<file path="src/rtl/hazard_ctrl_pkg.sv">
// rtl/hazard_ctrl_pkg.sv - shared encodings for the pipeline hazard controller
package hazard_ctrl_pkg;

  localparam logic [1:0] RD_SRC_ALU = 2'd0;
  localparam logic [1:0] RD_SRC_MEM = 2'd1;
  localparam logic [1:0] RD_SRC_PC4 = 2'd2;

  localparam int MC_TIMEOUT_DEF = 64;

  typedef enum logic {
    ST_RUN     = 1'b0,
    ST_MC_WAIT = 1'b1
  } hz_state_t;

endpackage

</file>
<file path="src/rtl/hazard_cmp.sv">
// rtl/hazard_cmp.sv - load-use detect between the EX load and the ID reader
module hazard_cmp
  import hazard_ctrl_pkg::*;
(
  input  logic [4:0] ID_rs1_addr_i,
  input  logic [4:0] ID_rs2_addr_i,
  input  logic       ID_rs1_used_i,
  input  logic       ID_rs2_used_i,
  input  logic [4:0] EX_rd_addr_i,
  input  logic       EX_rd_wr_en_i,
  input  logic [1:0] EX_rd_src_i,
  output logic       load_use_o
);

  logic w_ex_load;
  logic w_rs1_hit;
  logic w_rs2_hit;

  // x0 is never a real dependency
  assign w_ex_load  = EX_rd_wr_en_i & (EX_rd_src_i == RD_SRC_MEM) & (EX_rd_addr_i != 5'd0);
  assign w_rs1_hit  = ID_rs1_used_i & (ID_rs1_addr_i == EX_rd_addr_i);
  assign w_rs2_hit  = ID_rs2_used_i & (ID_rs2_addr_i == EX_rd_addr_i);
  assign load_use_o = w_ex_load & (w_rs1_hit | w_rs2_hit);

endmodule

</file>
<file path="src/rtl/hazard_ctrl.sv">
// rtl/hazard_ctrl.sv - stall/flush/bubble control with multi-cycle unit handshake
module hazard_ctrl
  import hazard_ctrl_pkg::*;
#(
  parameter int MC_TIMEOUT = MC_TIMEOUT_DEF,
  parameter int CNT_W      = 16
) (
  input  logic             clk_i,
  input  logic             rst_i,
  input  logic [4:0]       ID_rs1_addr_i,
  input  logic [4:0]       ID_rs2_addr_i,
  input  logic             ID_rs1_used_i,
  input  logic             ID_rs2_used_i,
  input  logic             ID_mc_req_i,
  input  logic [4:0]       EX_rd_addr_i,
  input  logic             EX_rd_wr_en_i,
  input  logic [1:0]       EX_rd_src_i,
  input  logic             EX_branch_taken_i,
  input  logic             mc_done_i,
  output logic             stall_o,
  output logic             flush_o,
  output logic             bubble_o,
  output logic             mc_start_o,
  output logic             mc_abort_o,
  output logic             mc_busy_o,
  output logic             err_timeout_o,
  output logic [CNT_W-1:0] stall_cnt_o
);

  localparam int TMR_W = (MC_TIMEOUT > 1) ? $clog2(MC_TIMEOUT) : 1;
  localparam logic [TMR_W-1:0] TMR_LAST = TMR_W'(MC_TIMEOUT - 1);

  hz_state_t        r_state;
  logic [TMR_W-1:0] r_timer;
  logic             r_err;
  logic [CNT_W-1:0] r_cnt;

  logic w_load_use;
  logic w_stall;
  logic w_flush;
  logic w_bubble;
  logic w_start;
  logic w_abort;
  logic w_busy;

  hazard_cmp u_cmp (
    .ID_rs1_addr_i (ID_rs1_addr_i),
    .ID_rs2_addr_i (ID_rs2_addr_i),
    .ID_rs1_used_i (ID_rs1_used_i),
    .ID_rs2_used_i (ID_rs2_used_i),
    .EX_rd_addr_i  (EX_rd_addr_i),
    .EX_rd_wr_en_i (EX_rd_wr_en_i),
    .EX_rd_src_i   (EX_rd_src_i),
    .load_use_o    (w_load_use)
  );

  always_comb begin
    w_stall  = 1'b0;
    w_flush  = 1'b0;
    w_bubble = 1'b0;
    w_start  = 1'b0;
    w_abort  = 1'b0;
    w_busy   = 1'b0;
    if (!rst_i) begin
      case (r_state)
        ST_RUN: begin
          if (EX_branch_taken_i) begin
            w_flush  = 1'b1;
            w_bubble = 1'b1;
          end else if (w_load_use) begin
            w_stall  = 1'b1;
            w_bubble = 1'b1;
          end else if (ID_mc_req_i) begin
            w_start  = 1'b1;
            w_stall  = 1'b1;
            w_bubble = 1'b1;
          end
        end
        ST_MC_WAIT: begin
          w_busy = 1'b1;
          // on done the held instruction advances carrying the result
          if (!mc_done_i) begin
            if (r_timer == TMR_LAST) begin
              w_abort  = 1'b1;
              w_bubble = 1'b1;
            end else begin
              w_stall  = 1'b1;
              w_bubble = 1'b1;
            end
          end
        end
        default: ;
      endcase
    end
  end

  always_ff @(posedge clk_i) begin
    if (rst_i) begin
      r_state <= ST_RUN;
      r_timer <= '0;
      r_err   <= 1'b0;
      r_cnt   <= '0;
    end else begin
      if (w_stall && (r_cnt != '1)) begin
        r_cnt <= r_cnt + 1'b1;
      end
      case (r_state)
        ST_RUN: begin
          if (w_start) begin
            r_state <= ST_MC_WAIT;
            r_timer <= '0;
          end
        end
        ST_MC_WAIT: begin
          r_timer <= r_timer + 1'b1;
          if (mc_done_i) begin
            r_state <= ST_RUN;
          end else if (w_abort) begin
            r_state <= ST_RUN;
            r_err   <= 1'b1;
          end
        end
        default: r_state <= ST_RUN;
      endcase
    end
  end

  assign stall_o       = w_stall;
  assign flush_o       = w_flush;
  assign bubble_o      = w_bubble;
  assign mc_start_o    = w_start;
  assign mc_abort_o    = w_abort;
  assign mc_busy_o     = w_busy;
  assign err_timeout_o = r_err;
  assign stall_cnt_o   = r_cnt;

endmodule

</file>
<file path="config.mk">
export PLATFORM = sky130hd
export DESIGN_NAME = hazard_ctrl
export DESIGN_NICKNAME = d
export VERILOG_FILES = /design/src/rtl/hazard_ctrl_pkg.sv /design/src/rtl/hazard_cmp.sv /design/src/rtl/hazard_ctrl.sv
export SDC_FILE = /design/constraint.sdc
export NUM_CORES = 1
export LEC_CHECK = 0
export BUFFER_PORTS_ARGS = -buffer_cell sky130_fd_sc_hd__buf_2
export CAP_MARGIN = 20
export CORE_MARGIN = 2
export CORE_UTILIZATION = 35
export DETAILED_ROUTE_END_ITERATION = 10
export GPL_TIMING_DRIVEN = 0
export SETUP_SLACK_MARGIN = 0.02
export SLEW_MARGIN = 20
export SYNTH_ARGS = -nofsm -noshare
export SYNTH_HDL_FRONTEND = slang
export SYNTH_SLANG_ARGS = --single-unit
</file>
<file path="constraint.sdc">
create_clock -name clk_i -period 2.34 [get_ports clk_i]
set_input_delay 0.351 -clock clk_i [delete_from_list [all_inputs] [get_ports clk_i]]
set_output_delay 0.351 -clock clk_i [all_outputs]
set_load 0.05 [all_outputs]
</file>
; Yosys cells after proc, flatten, opt, wreduce, memory -nomap -nowiden
; Cells that the tools add are included.
[op_classes]
add_sub_neg = 2
eq_ne = 6
mux = 30
bitwise = 8
reduce_logical = 3
[ops]
columns = operator, n
row1 = 2-to-1 mux 1 bit, 25
row2 = "adder 16 x 1 -> 16 bit, second input constant", 1
row3 = "!= test 16 bit, second input constant", 1
row4 = one-hot mux 6 bit (2 select lines), 1
row5 = equality test 5 bit, 2
row6 = "adder 6 x 1 -> 6 bit, second input constant", 1
row7 = "equality test 6 bit, second input constant", 1
row8 = 2-to-1 mux 6 bit, 1
row9 = one-hot mux 1 bit (2 select lines), 3
row10 = AND 1 bit, 5
row11 = nonzero test 5 bit, 1
row12 = AND reduction 3 bit, 1
row13 = "equality test 2 x 1 -> 1 bit, second input constant", 1
row14 = "!= test 2 bit, second input constant", 1
row15 = NOT 1 bit, 2
row16 = logical AND 1 bit, 1
row17 = OR 1 bit, 1
[totals]
regBits = 24
in_bits = 25
out_inout_bits = 23
word_cells = 53

; Longest topological paths before layout
[depth]
ltp_word = 10
mapped_depth = 8
depth_no_buf = 7

; By module
; Synthesis repeated with hierarchy kept, for this count alone.
[hier_totals]
cells_unflattened = 183
area_unflattened_um2 = 1468.9
[by_module_without_submodules]
columns = mod, instances, cells_each, area_per_inst_um2, seq_area_each_um2
row1 = hazard_ctrl, 1, 164, 1327.5, 480.5
row2 = hazard_cmp, 1, 19, 141.4, 0.0

; Worst setup path before layout
; OpenSTA, ideal clock, no wires.
[synth_timing]
kind = in2out
from = input EX_rd_addr_i[0]
to = output bubble_o
arrival_time_ps = 2193
required_ps = 1989
setup_slack_ps = -204
cell_stages = 5
path_buffers = 0
cell_sequence = xnor2_1 nand4_1 o22ai_2 a2111oi_0 a211oi_1
[synth_between]
elab_chain_len = 8
word_cells_on_any_way = 12
cone_classes = eq/ne (2) / mux (4) / bitwise (5) / reduce/logical (1)
[synth_rtl]
columns = item, line_no
row1 = start: declaration, hazard_ctrl.sv:15  ; input logic [4:0] EX_rd_addr_i,
row2 = "equality test 5 bit, on equally long branches", "hazard_cmp.sv:21, hazard_cmp.sv:22"
row3 = "AND 1 bit, on equally long branches", "hazard_cmp.sv:21, hazard_cmp.sv:22"
row4 = OR 1 bit, hazard_cmp.sv:23  ; assign load_use_o = w_ex_load & (w_rs1_hit | w_rs2_hit);
row5 = AND 1 bit *, hazard_cmp.sv:23
row6 = 2-to-1 mux 1 bit *, hazard_ctrl.sv:70  ; end else if (w_load_use) begin
row7 = 2-to-1 mux 1 bit *, hazard_ctrl.sv:67  ; if (EX_branch_taken_i) begin
row8 = one-hot mux 1 bit (2 select lines) *, hazard_ctrl.sv:65  ; case (r_state)
row9 = 2-to-1 mux 1 bit *, hazard_ctrl.sv:64  ; if (!rst_i) begin
row10 = end: declaration, hazard_ctrl.sv:22  ; output logic bubble_o,
; Mark *: on every way between the ends. The rest lies on a longest branch, timed or not.

; Worst setup path after layout
[layout_timing]
from = register r_timer[0]
to = output stall_o
[layout_between]
elab_chain_len = 5
[layout_rtl]
columns = item, line_no
row1 = start: declaration, hazard_ctrl.sv:34  ; logic [TMR_W-1:0] r_timer;
row2 = start signal: assignment, hazard_ctrl.sv:115  ; r_timer <= r_timer + 1'b1;
row3 = equality test 6 bit, hazard_ctrl.sv:83  ; if (r_timer == TMR_LAST) begin
row4 = 2-to-1 mux 1 bit, hazard_ctrl.sv:83
row5 = 2-to-1 mux 1 bit, hazard_ctrl.sv:82  ; if (!mc_done_i) begin
row6 = one-hot mux 1 bit (2 select lines), hazard_ctrl.sv:65
row7 = 2-to-1 mux 1 bit, hazard_ctrl.sv:64
row8 = end: declaration, hazard_ctrl.sv:20  ; output logic stall_o,
; No other way between the ends.

==> results by group <==
CTS
  – Root Driver: clkbuf_8
  – Clock sink total: 24
  – TritonCTS Buffers: 3
  – CTS clk-pin slew, worst paths: about 0.080 ns
  – Worst skew pair latency: 0.26 ns
  – TritonCTS clock tree: done
  – H-tree Lvls: 1
  – Hold buffers post-CTS: 0
  – Clock buffer depth: 2

Yosys
  – Mapped Cells: around 170
  – YS warnings: 0
  – Number of synthesized flops with an enable pin: 0
  – Cell Area, Synth: around 1400 sq um
  – Post-synthesis cell type count: 46
  – Cell taking the most area after synthesis: dfxtp_1
  – Mapped Avg Cell Area: 8.193 sq um
  – Async SR Flop Fraction: 0%
  – Top cell type's share of synthesized area: between 30% and 40%
  – Synthesis-stage register bit count: 24
  – Sequential fraction of the synthesis area: 35.33%
  – Syn nets: 193
  – Post-synth top flop: dfxtp_1
  – Largest cells by area after synthesis: dfxtp_1 35%, xnor2_1 7.1%, a21oi_1 4.8%

Floorplanning
  – Chip width: 66.34 um
  – # IOs: 48
  – Row cnt: 22
  – Die Y: 66.34 um
  – Starting Density: 36.87%
  – Die area: 4400 sq um
  – Core Box Area: 3689 sq um

Routing
  – 1st-iter DRT viols: 72
  – DRC: 0
  – Final ANT Viol Nets: 0
  – WL/cell: between 10 and 15 um
  – 1st-pass router iterations: 4
  – Total number of vias: around 1400
  – Vias per inst: roughly 5.4
  – Routed WL: 3.486 mm

Cells and area
  – Synth-to-layout area growth: 27.60%
  – # nets final: approximately 250
  – N_diodes: 0
  – Final Instance Count excl. Fillers: 265
  – Core Util, Final: 47.05%
  – Post-route cell area: 1735 sq um
  – Share of post-route cells with drive strength above 1: 29.03%

Pwr
  – Net Sw Frac: roughly 27%
  – Static leakage: 0.7491 nW
  – Logic pwr share: 16.9%
  – Flop pwr share: 52.7%
  – Clk network pwr share: 30.5%
  – P_sw: 212.1 uW
  – Final Power: roughly 790 uW
  – Cell Int Power: 580.1 uW
  – P per Cell Area: ~460 nW/um^2
  – Peak supply drop: roughly 0.26 mV

Global routing
  – Overall global routing resource usage: 16.63%
  – Largest net degree at the start of global routing: 13
  – First-pass GRT wire length: 5.782 mm
  – Vias in the first global route: 1317
  – Total grt overflow: 0
  – Initial antenna violation count: 0

Run
  – Max_cap viols: 0

STA
  – Final Setup Violations: 0
  – Worst-margin pin slew: 0.5911 ns
  – Worst slew margin: 60.60%
  – Final hold violations: 0
  – F_max: 0.4558 GHz
  – Final worst path period share: 93.76%
  – Final Skew: 0.002131 ns
  – Unrepaired setup endpoints after global routing: no
  – Max Slew Vio Count: 0
  – Crit path time final: 2.194 ns

Place
  – DP HPWL: approximately 2.6 mm
  – Placed inst area: 1655 sq um
  – Placed insts: 260
  – PortBufs: 46
  – Final GP Congestion: ~0.74

Worst hold path
  – Endpoint, Worst Hold: stall_cnt_o[11]
  – Worst Hold Depth: 3
  – Worst Hold Class: input port to register
  – HP Start: rst_i

Critical path
  – Worst Setup Start Kind: register
  – CP Max Fanout: 4
  – Critical Path RT: 1.99 ns
  – Crit. End Element: output port
  – Worst R2R Start: r_timer[0]
  – Critical path class: register to output port
  – Reg2reg end: stall_cnt_o[14]
  – R2R Setup Slk: 0.19 ns
  – R2r worst-path depth: 8
  – Critical path arrival: approximately 1.8 ns

Status
  – Status: completed
[power by group through the flow]
stage / clock network [mW] / registers [mW] / logic (mW)
2_1_floorplan: 0 / 0.432 / 0.0762
3_3_place_gp: 0 / 0.427 / 0.127
3_5_place_dp: 0 / 0.427 / 0.129
4_1_cts: 0.250 / 0.417 / 0.130
5_1_grt: 0.261 / 0.419 / 0.147
6_report: 0.241 / 0.417 / 0.134
[metal layers]
metal | global-route usage (%) | vias to the layer above | share of wire (%)
met5 | 0 | - | 0
met4 | 5.102 | 0 | 1.0
li1 | - | 722 | -
met3 | 3.578 | 5 | 9.0
met1 | 21.06 | 643 | 45
met2 | 28.00 | 49 | 44
[sequential cells by signal, summed over array words and instances (netlist names)]
register,count
stall_cnt_o,16
r_state,1
r_timer,6
err_timeout_o,1
[Yosys cell counts (3+ instances only)]
cell      count
dfxtp_1      24
nand2_1      15
nor2_1       15
a21oi_1      13
xnor2_1      11
or3_1         8
nand3_1       7
inv_1         6
o21ai_0       6
nand4_1       5
a311oi_1      4
nand2b_1      4
nor3_1        4
and3_1        3
clkbuf_1      3
[cells by family (layout without fill, tap and decap cells)]
group           Yosys count  in the layout  synth area share [%]
simple gates             72             72                 27.60
compound gates           42             42                 21.44
xor+xnor                 12             12                 7.728
flops                    24             24                 35.33
mux                       3              3                 2.392
buf+inv                  11             62                 3.679
fa+ha+maj                 2              2                 1.840
[worst max path at each step]
stage                        start        endpoint  slack (ns)  depth (start not counted)
finish                  r_timer[0]         stall_o        0.15                          7
global route            r_timer[0]         stall_o        0.04                          7
CTS                 stall_cnt_o[0]  stall_cnt_o[1]        0.05                          8
detailed placement  stall_cnt_o[0]  stall_cnt_o[1]     -0.0004                          8
global placement    stall_cnt_o[0]  stall_cnt_o[1]       -0.01                          8
floorplan           stall_cnt_o[0]  stall_cnt_o[1]        0.04                          8
[layout make-up]
cell class	count	area, sq um
fill	402	1953
multi-input combinational	131	850.8
sequential	24	481.7
timing repair buffer	48	251.5
tap	48	60.06
clock buffer	3	41.29
buffer	5	27.53
inverter	6	22.52
[layout by cell type, fill, tap and decap left out, types with 3 or more instances in the layout]
| cell | n |
|---|---|
| clkbuf_1 | 3 |
| dfxtp_1 | 23 |
| nand2_1 | 14 |
| nand4_1 | 5 |
| a311oi_1 | 4 |
| nor2_1 | 15 |
| nand3_1 | 7 |
| xnor2_1 | 11 |
| a21oi_1 | 13 |
| o21ai_0 | 6 |
| clkbuf_8 | 3 |
| or3_1 | 8 |
| nand2b_1 | 4 |
| buf_2 | 46 |
| inv_1 | 6 |
| nor3_1 | 4 |
[worst max-delay path: stages, from the launching register on]
cell     delay (ns)
dfxtp_2        0.34
ha_1           0.21
and3_2         0.24
a311o_1        0.37
nand2_2        0.11
a31oi_2        0.05
inv_1          0.10
buf_6          0.16
[metrics by stage]
stage	hold WS [ns]	worst slack (ns)	TNS [ns]
after floorplan	0.4620	0.03938	0
after global placement	0.4529	-0.01428	-0.01428
after detailed placement	0.4578	-0.0003575	-0.0003575
after CTS	0.4203	0.04749	0
after global routing	0.4906	0.03628	0
final	0.4196	0.1460	0
[timing repair]
action                                  in CTS  in global routing
gates cloned                                 0                  0
buffers inserted                             0                  2
endpoints found under the setup margin       5                 11
endpoints found under the hold margin        0                  0
resized for setup                            2                  5
pin swaps                                    0                  2
(Power assumes the default switching activity.)
